File: config.mk
export PLATFORM = sky130hd
export DESIGN_NAME = mem_access_unit
export DESIGN_NICKNAME = d
export VERILOG_FILES = /design/src/rtl/mem_access_unit_pkg.sv /design/src/rtl/mem_lane_fmt.sv /design/src/rtl/mem_access_unit.sv
export SDC_FILE = /design/constraint.sdc
export NUM_CORES = 1
export LEC_CHECK = 0
export CORE_MARGIN = 2
export CORE_UTILIZATION = 28
export DETAILED_ROUTE_END_ITERATION = 8
export REMOVE_ABC_BUFFERS = 1
export SYNTH_ARGS = -nofsm -noshare
export SYNTH_HDL_FRONTEND = slang
export SYNTH_SLANG_ARGS = --single-unit
export TNS_END_PERCENT = 1
File: constraint.sdc
create_clock -name clk_i -period 3.45 [get_ports clk_i]
set_clock_uncertainty 0.1 [all_clocks]
set_input_delay 0.5175 -clock clk_i [delete_from_list [all_inputs] [get_ports clk_i]]
set_output_delay 0.5175 -clock clk_i [all_outputs]
set_load 0.05 [all_outputs]
File: src/rtl/mem_access_unit_pkg.sv
// rtl/mem_access_unit_pkg.sv - MEM-stage op codes, exception masks, FSM states and alignment helpers
package mem_access_unit_pkg;

    localparam logic [3:0] MEM_NOP = 4'd0;
    localparam logic [3:0] MEM_LB  = 4'd1;
    localparam logic [3:0] MEM_LH  = 4'd2;
    localparam logic [3:0] MEM_LW  = 4'd3;
    localparam logic [3:0] MEM_LBU = 4'd4;
    localparam logic [3:0] MEM_LHU = 4'd5;
    localparam logic [3:0] MEM_SB  = 4'd6;
    localparam logic [3:0] MEM_SH  = 4'd7;
    localparam logic [3:0] MEM_SW  = 4'd8;

    localparam logic [31:0] EXC_LOAD_MISALIGN  = 32'h0000_0010;
    localparam logic [31:0] EXC_LOAD_FAULT     = 32'h0000_0020;
    localparam logic [31:0] EXC_STORE_MISALIGN = 32'h0000_0040;
    localparam logic [31:0] EXC_STORE_FAULT    = 32'h0000_0080;

    typedef enum logic [1:0] {
        ST_IDLE = 2'd0,
        ST_BUSY = 2'd1,
        ST_DONE = 2'd2
    } mau_state_e;

    function automatic logic is_store(input logic [3:0] op);
        return (op == MEM_SB) || (op == MEM_SH) || (op == MEM_SW);
    endfunction

    function automatic logic is_half(input logic [3:0] op);
        return (op == MEM_LH) || (op == MEM_LHU) || (op == MEM_SH);
    endfunction

    function automatic logic is_word(input logic [3:0] op);
        return (op == MEM_LW) || (op == MEM_SW);
    endfunction

    function automatic logic misaligned(input logic [3:0] op, input logic [1:0] off);
        return (is_half(op) && off[0]) || (is_word(op) && (off != 2'b00));
    endfunction

    // Byte offset after forcing the access down to its natural alignment.
    function automatic logic [1:0] align_off(input logic [3:0] op, input logic [1:0] off);
        if (is_word(op))
            return 2'b00;
        else if (is_half(op))
            return {off[1], 1'b0};
        else
            return off;
    endfunction

endpackage

File: src/rtl/mem_lane_fmt.sv
// rtl/mem_lane_fmt.sv - byte-enable/store-lane generation and load extract/extend (combinational)
module mem_lane_fmt
    import mem_access_unit_pkg::*;
(
    input  logic [3:0]  i_req_op,
    input  logic [1:0]  i_req_off,
    input  logic [31:0] i_st_data,
    input  logic [3:0]  i_ld_op,
    input  logic [1:0]  i_ld_off,
    input  logic [31:0] i_rdata,
    output logic [3:0]  o_be,
    output logic [31:0] o_wdata,
    output logic [31:0] o_ldata
);

    logic [7:0]  w_byte;
    logic [15:0] w_half;

    always_comb begin
        o_be    = 4'b0000;
        o_wdata = 32'h0;
        case (i_req_op)
            MEM_LB, MEM_LBU, MEM_SB: begin
                o_be    = 4'b0001 << i_req_off;
                o_wdata = {4{i_st_data[7:0]}};
            end
            MEM_LH, MEM_LHU, MEM_SH: begin
                o_be    = i_req_off[1] ? 4'b1100 : 4'b0011;
                o_wdata = {2{i_st_data[15:0]}};
            end
            MEM_LW, MEM_SW: begin
                o_be    = 4'b1111;
                o_wdata = i_st_data;
            end
            default: ;
        endcase
        if (!is_store(i_req_op))
            o_wdata = 32'h0;
    end

    always_comb begin
        w_byte  = i_rdata[{i_ld_off, 3'b000} +: 8];
        w_half  = i_ld_off[1] ? i_rdata[31:16] : i_rdata[15:0];
        o_ldata = i_rdata;
        case (i_ld_op)
            MEM_LB:  o_ldata = {{24{w_byte[7]}}, w_byte};
            MEM_LBU: o_ldata = {24'h0, w_byte};
            MEM_LH:  o_ldata = {{16{w_half[15]}}, w_half};
            MEM_LHU: o_ldata = {16'h0, w_half};
            default: ;
        endcase
    end

endmodule

File: src/rtl/mem_access_unit.sv
// rtl/mem_access_unit.sv - MEM-stage load/store engine on a req/ack data bus with timeout and flush handling
// MEM_MISALIGN_EXC_EN: when defined, misaligned LH/LHU/SH/LW/SW raise an exception instead of being force-aligned.
module mem_access_unit
    import mem_access_unit_pkg::*;
#(
    parameter int unsigned TIMEOUT_CYCLES = 255
) (
    input  logic        clk_i,
    input  logic        rst_i,
    input  logic [4:0]  reg_waddr_i,
    input  logic        reg_we_i,
    input  logic [31:0] reg_wdata_i,
    input  logic        mem_we_i,
    input  logic [31:0] mem_addr_i,
    input  logic [31:0] mem_data_i,
    input  logic [3:0]  mem_op_i,
    input  logic [31:0] exception_i,
    input  logic        flush_int_i,
    output logic        dbus_req_o,
    output logic        dbus_we_o,
    output logic [31:0] dbus_addr_o,
    output logic [3:0]  dbus_be_o,
    output logic [31:0] dbus_wdata_o,
    input  logic        dbus_ack_i,
    input  logic [31:0] dbus_rdata_i,
    input  logic        dbus_err_i,
    output logic [4:0]  reg_waddr_o,
    output logic        reg_we_o,
    output logic [31:0] reg_wdata_o,
    output logic [31:0] exception_o,
    output logic        stall_req_o
);

    mau_state_e  r_state, w_state_nxt;
    logic [7:0]  r_tmo_cnt;
    logic [31:0] r_load_q;
    logic        r_fault_q, r_flush_pend;
    logic [3:0]  r_op;
    logic [1:0]  r_off;

    logic        w_is_mem, w_misalign, w_access, w_tmo, w_flush, w_store;
    logic [1:0]  w_off;
    logic [3:0]  w_be;
    logic [31:0] w_wdata, w_ldata;

    assign w_is_mem = (mem_op_i != MEM_NOP);
    // Op code decides store vs load; mem_we_i is redundant and only sanity-ORed in.
    assign w_store  = is_store(mem_op_i) | (mem_we_i & is_store(mem_op_i));
    assign w_off    = align_off(mem_op_i, mem_addr_i[1:0]);
`ifdef MEM_MISALIGN_EXC_EN
    assign w_misalign = w_is_mem && misaligned(mem_op_i, mem_addr_i[1:0]);
`else
    assign w_misalign = 1'b0;
`endif
    assign w_access = w_is_mem && (exception_i == 32'h0) && !flush_int_i && !w_misalign;
    assign w_tmo    = (r_tmo_cnt == 8'(TIMEOUT_CYCLES - 1));
    assign w_flush  = r_flush_pend | flush_int_i;

    mem_lane_fmt u_fmt (
        .i_req_op  (mem_op_i),
        .i_req_off (w_off),
        .i_st_data (mem_data_i),
        .i_ld_op   (r_op),
        .i_ld_off  (r_off),
        .i_rdata   (dbus_rdata_i),
        .o_be      (w_be),
        .o_wdata   (w_wdata),
        .o_ldata   (w_ldata)
    );

    always_comb begin
        w_state_nxt = r_state;
        stall_req_o = 1'b0;
        reg_waddr_o = reg_waddr_i;
        reg_we_o    = reg_we_i;
        reg_wdata_o = reg_wdata_i;
        exception_o = exception_i;
        case (r_state)
            ST_IDLE: begin
                if (w_access) begin
                    stall_req_o = 1'b1;
                    reg_we_o    = 1'b0;
                    w_state_nxt = ST_BUSY;
                end else if (w_is_mem && ((exception_i != 32'h0) || w_misalign)) begin
                    reg_we_o = 1'b0;
                end
                if (w_misalign)
                    exception_o = exception_i | (w_store ? EXC_STORE_MISALIGN : EXC_LOAD_MISALIGN);
            end
            ST_BUSY: begin
                stall_req_o = 1'b1;
                reg_we_o    = 1'b0;
                // A flushed transaction still completes on the bus but never reaches DONE.
                if (dbus_ack_i || w_tmo)
                    w_state_nxt = w_flush ? ST_IDLE : ST_DONE;
            end
            ST_DONE: begin
                w_state_nxt = ST_IDLE;
                if (!dbus_we_o)
                    reg_wdata_o = r_load_q;
                reg_we_o = reg_we_i & ~r_fault_q;
                if (r_fault_q)
                    exception_o = exception_i | (dbus_we_o ? EXC_STORE_FAULT : EXC_LOAD_FAULT);
            end
            default: w_state_nxt = ST_IDLE;
        endcase
    end

    always_ff @(posedge clk_i or posedge rst_i) begin
        if (rst_i) begin
            r_state      <= ST_IDLE;
            dbus_req_o   <= 1'b0;
            dbus_we_o    <= 1'b0;
            dbus_addr_o  <= 32'h0;
            dbus_be_o    <= 4'h0;
            dbus_wdata_o <= 32'h0;
            r_load_q     <= 32'h0;
            r_fault_q    <= 1'b0;
            r_flush_pend <= 1'b0;
            r_tmo_cnt    <= 8'h0;
            r_op         <= MEM_NOP;
            r_off        <= 2'b00;
        end else begin
            r_state <= w_state_nxt;
            case (r_state)
                ST_IDLE: begin
                    if (w_access) begin
                        dbus_req_o   <= 1'b1;
                        dbus_we_o    <= w_store;
                        dbus_addr_o  <= {mem_addr_i[31:2], 2'b00};
                        dbus_be_o    <= w_be;
                        dbus_wdata_o <= w_wdata;
                        r_op         <= mem_op_i;
                        r_off        <= w_off;
                        r_tmo_cnt    <= 8'h0;
                        r_fault_q    <= 1'b0;
                        r_flush_pend <= 1'b0;
                    end
                end
                ST_BUSY: begin
                    r_tmo_cnt <= r_tmo_cnt + 8'h1;
                    if (flush_int_i)
                        r_flush_pend <= 1'b1;
                    if (dbus_ack_i) begin
                        dbus_req_o <= 1'b0;
                        r_load_q   <= w_ldata;
                        r_fault_q  <= dbus_err_i;
                    end else if (w_tmo) begin
                        dbus_req_o <= 1'b0;
                        r_fault_q  <= 1'b1;
                    end
                end
                default: ;
            endcase
        end
    end

endmodule

==> metrics.txt <==
Reg2Reg Depth 4; FFs w/ async S/R, synth 100%; setup bufs post-CTS 0; core area 24100 sq um; I/O Pins 317; Iter 0 DRT Violations 259; critical path endpoint category output port; worst skew pair latency 430 ps; Req. time, crit path 2830 ps; Die Area 25600 sq um; worst endpoint data arrival time 2600 ps; clk slew on worst S/H paths 60 ps; layout cell share with drive strength beyond 1 16.3%; Fin. Hold Viols 0; worst slew pin tran 1040 ps; status finished clean; Global Route Usage Sum 18.7%; average wire per standard cell 18.8 um; most frequent cells in the layout clkdlybuf4s50_1 (301), dfrtp_1 (118), mux2_2 (84); number of synthesized flops with an enable pin 0; CTS tree yes; Worst Hold Slack 341 ps; Synth warnings 0; most common cell after layout, fill and taps aside clkdlybuf4s50_1; sequential share of the synthesized area 43.3%; Final setup viols 0; total gr overflow 0; via count 6382; Post-synth top flop dfrtp_1; Final nets 1118; Inserted Diodes 0; final slew viol count 0; slowest CP cell clkdlybuf4s50_1; initial cell density of the core 28.3%; Avg Inst Size Synth 10.1 sq um; min Tclk post-route 3220 ps; reg2reg start r_op[1]; f_max 311 MHz; pin count of the biggest net entering global routing 51; drt drc 0; vias per inst 5.00; library cells used by synthesis 63; Num CTS Buffers 17; I/O Buffers 303; Hold Crit Depth 1; Min-Delay Path Class reg2reg; hold_buf cts 0; RePlAce Congestion 0.829; CP cell instances nor3b_2 -> buf_12 -> mux2_2 -> clkdlybuf4s50_1; antenna violations before repair 0; Rel. slew slack 29.8%; maxcap violations 0; Resize count post-CTS 0; Hold Startpoint r_flush_pend; fin crit share 93.3%; Crit Path Max Fanout 32; Yosys reg bits 118; Crit Path Class reg2out; largest family of logic cells by synthesized area compound AO/OA/AOI/OAI gates; TNS Setup 0 ps; post-synthesis xor/xnor area fraction 0.128%; RSZ-0062 raised after global routing false; Pwr Density 377 nW/um^2; Min-Delay Endpoint r_state[1]; post-synthesis adder-cell area fraction 0.661%; vias in the first global route 6395; first-pass GRT wire length 37.4 mm; Root Driver clkbuf_16; CTS max path bufs 2; Synth Area in Compound Gates 16.6%; Layout area overhead 56.2%; H-tree depth 4; worst stage delay on the critical path 710 ps; final wirelength 24.0 mm; reg2reg setup slack 1160 ps; Post-DP HPWL 17.8 mm; Mapped Area 6820 sq um; Die Wd 160 um; die height 160 um; row count 57; First-pass DRT Iterations 4; Clock Sinks 118; startpoint types flip-flop; post-synthesis cell count 678; Max VDD drop 0.334 mV; worst r2r dst r_load_q[1]; Synth Area in Simple Gates 16.4%; Routed Antenna Nets 0; mux contribution to synthesized area 15.1%; Pleak 0.00446 uW
==> cells by family after synthesis <==
logic type	count (synthesis)
flops	118
other cells	1
xor+xnor	1
compound gates	162
buf+inv	96
fa+ha+maj	4
simple gates	206
mux	90
==> where the power goes <==
| group | switching (uW) | internal [uW] |
|---|---|---|
| combinational | 351 | 331 |
| sequential | 39.3 | 1440 |
| clock | 811 | 1040 |
==> cell type report <==
type	count	area, sq um
fill	2372	13500
clock inverter	15	181
clock buffer	17	425
sequential	118	2950
timing repair buffer	328	3290
inverter	10	40.0
multi-input combinational	465	3350
tap	324	405
==> metrics by stage <==
stage / instances / setup slack (ps) / total power, uW / util, % / area, sq um
after global placement: 1245 / 299 / 2180 / 41.7 / 10000
after floorplan: 593 / -934 / 1740 / - / 6330
after global routing: 1277 / 113 / 4180 / 44.2 / 10600
after detailed placement: 1245 / 299 / 2190 / 41.7 / 10000
after CTS: 1277 / 201 / 4060 / 44.2 / 10600
final: 1277 / 233 / 4010 / 44.2 / 10600
==> critical path, delay by kind of cell, from the launching register on <==
kind | cells | cell delay [ps]
buffers and inverters | 2 | 950
muxes | 1 | 380
DFF | 1 | 500
and+or+nand+nor | 1 | 340
==> cell usage after synthesis, types with 6 or more instances <==
library cell	instances	area [sq um]
clkbuf_1	35	131
a211o_1	7	61.3
inv_1	10	37.5
nand2_1	60	225
buf_4	40	300
a21oi_1	38	190
a31oi_1	14	87.6
mux2_2	84	946
nand2b_1	9	56.3
nand3b_1	26	195
a22o_1	25	219
o21ai_0	18	90.1
a211oi_1	6	45.0
or3_1	6	37.5
nand3_1	13	65.1
dfrtp_1	118	2950
nor4_1	12	75.1
nor2_1	38	143
buf_2	8	40.0
nand4_1	7	43.8
o31ai_1	22	165
==> layer usage <==
metal | routed length (um) | GRT usage, %
met1 | 10400 | 24.4
met2 | 11300 | 29.4
met3 | 2070 | 6.49
met4 | 350 | 5.20
met5 | 0 | 0
==> state kept, by name (all words and copies together), names as in the netlist <==
signal	cells
dbus_we_o	1
dbus_addr_o	30
r_off	2
dbus_be_o	4
r_state	2
dbus_req_o	1
r_flush_pend	1
r_fault_q	1
r_tmo_cnt	8
r_load_q	32
r_op	4
dbus_wdata_o	32
==> worst max path at each step <==
| stage | endpoint | start | slack (ps) |
|---|---|---|---|
| final | reg_wdata_o[27] | r_state[1] | 230 |
| after global routing | reg_wdata_o[27] | r_state[1] | 110 |
| after CTS | reg_wdata_o[27] | r_state[1] | 200 |
| after detailed placement | stall_req_o | exception_i[10] | 300 |
| after global placement | stall_req_o | exception_i[10] | 300 |
| after floorplan | reg_wdata_o[0] | dbus_we_o | -930 |
Note: power is estimated with default switching activity, not from simulation.
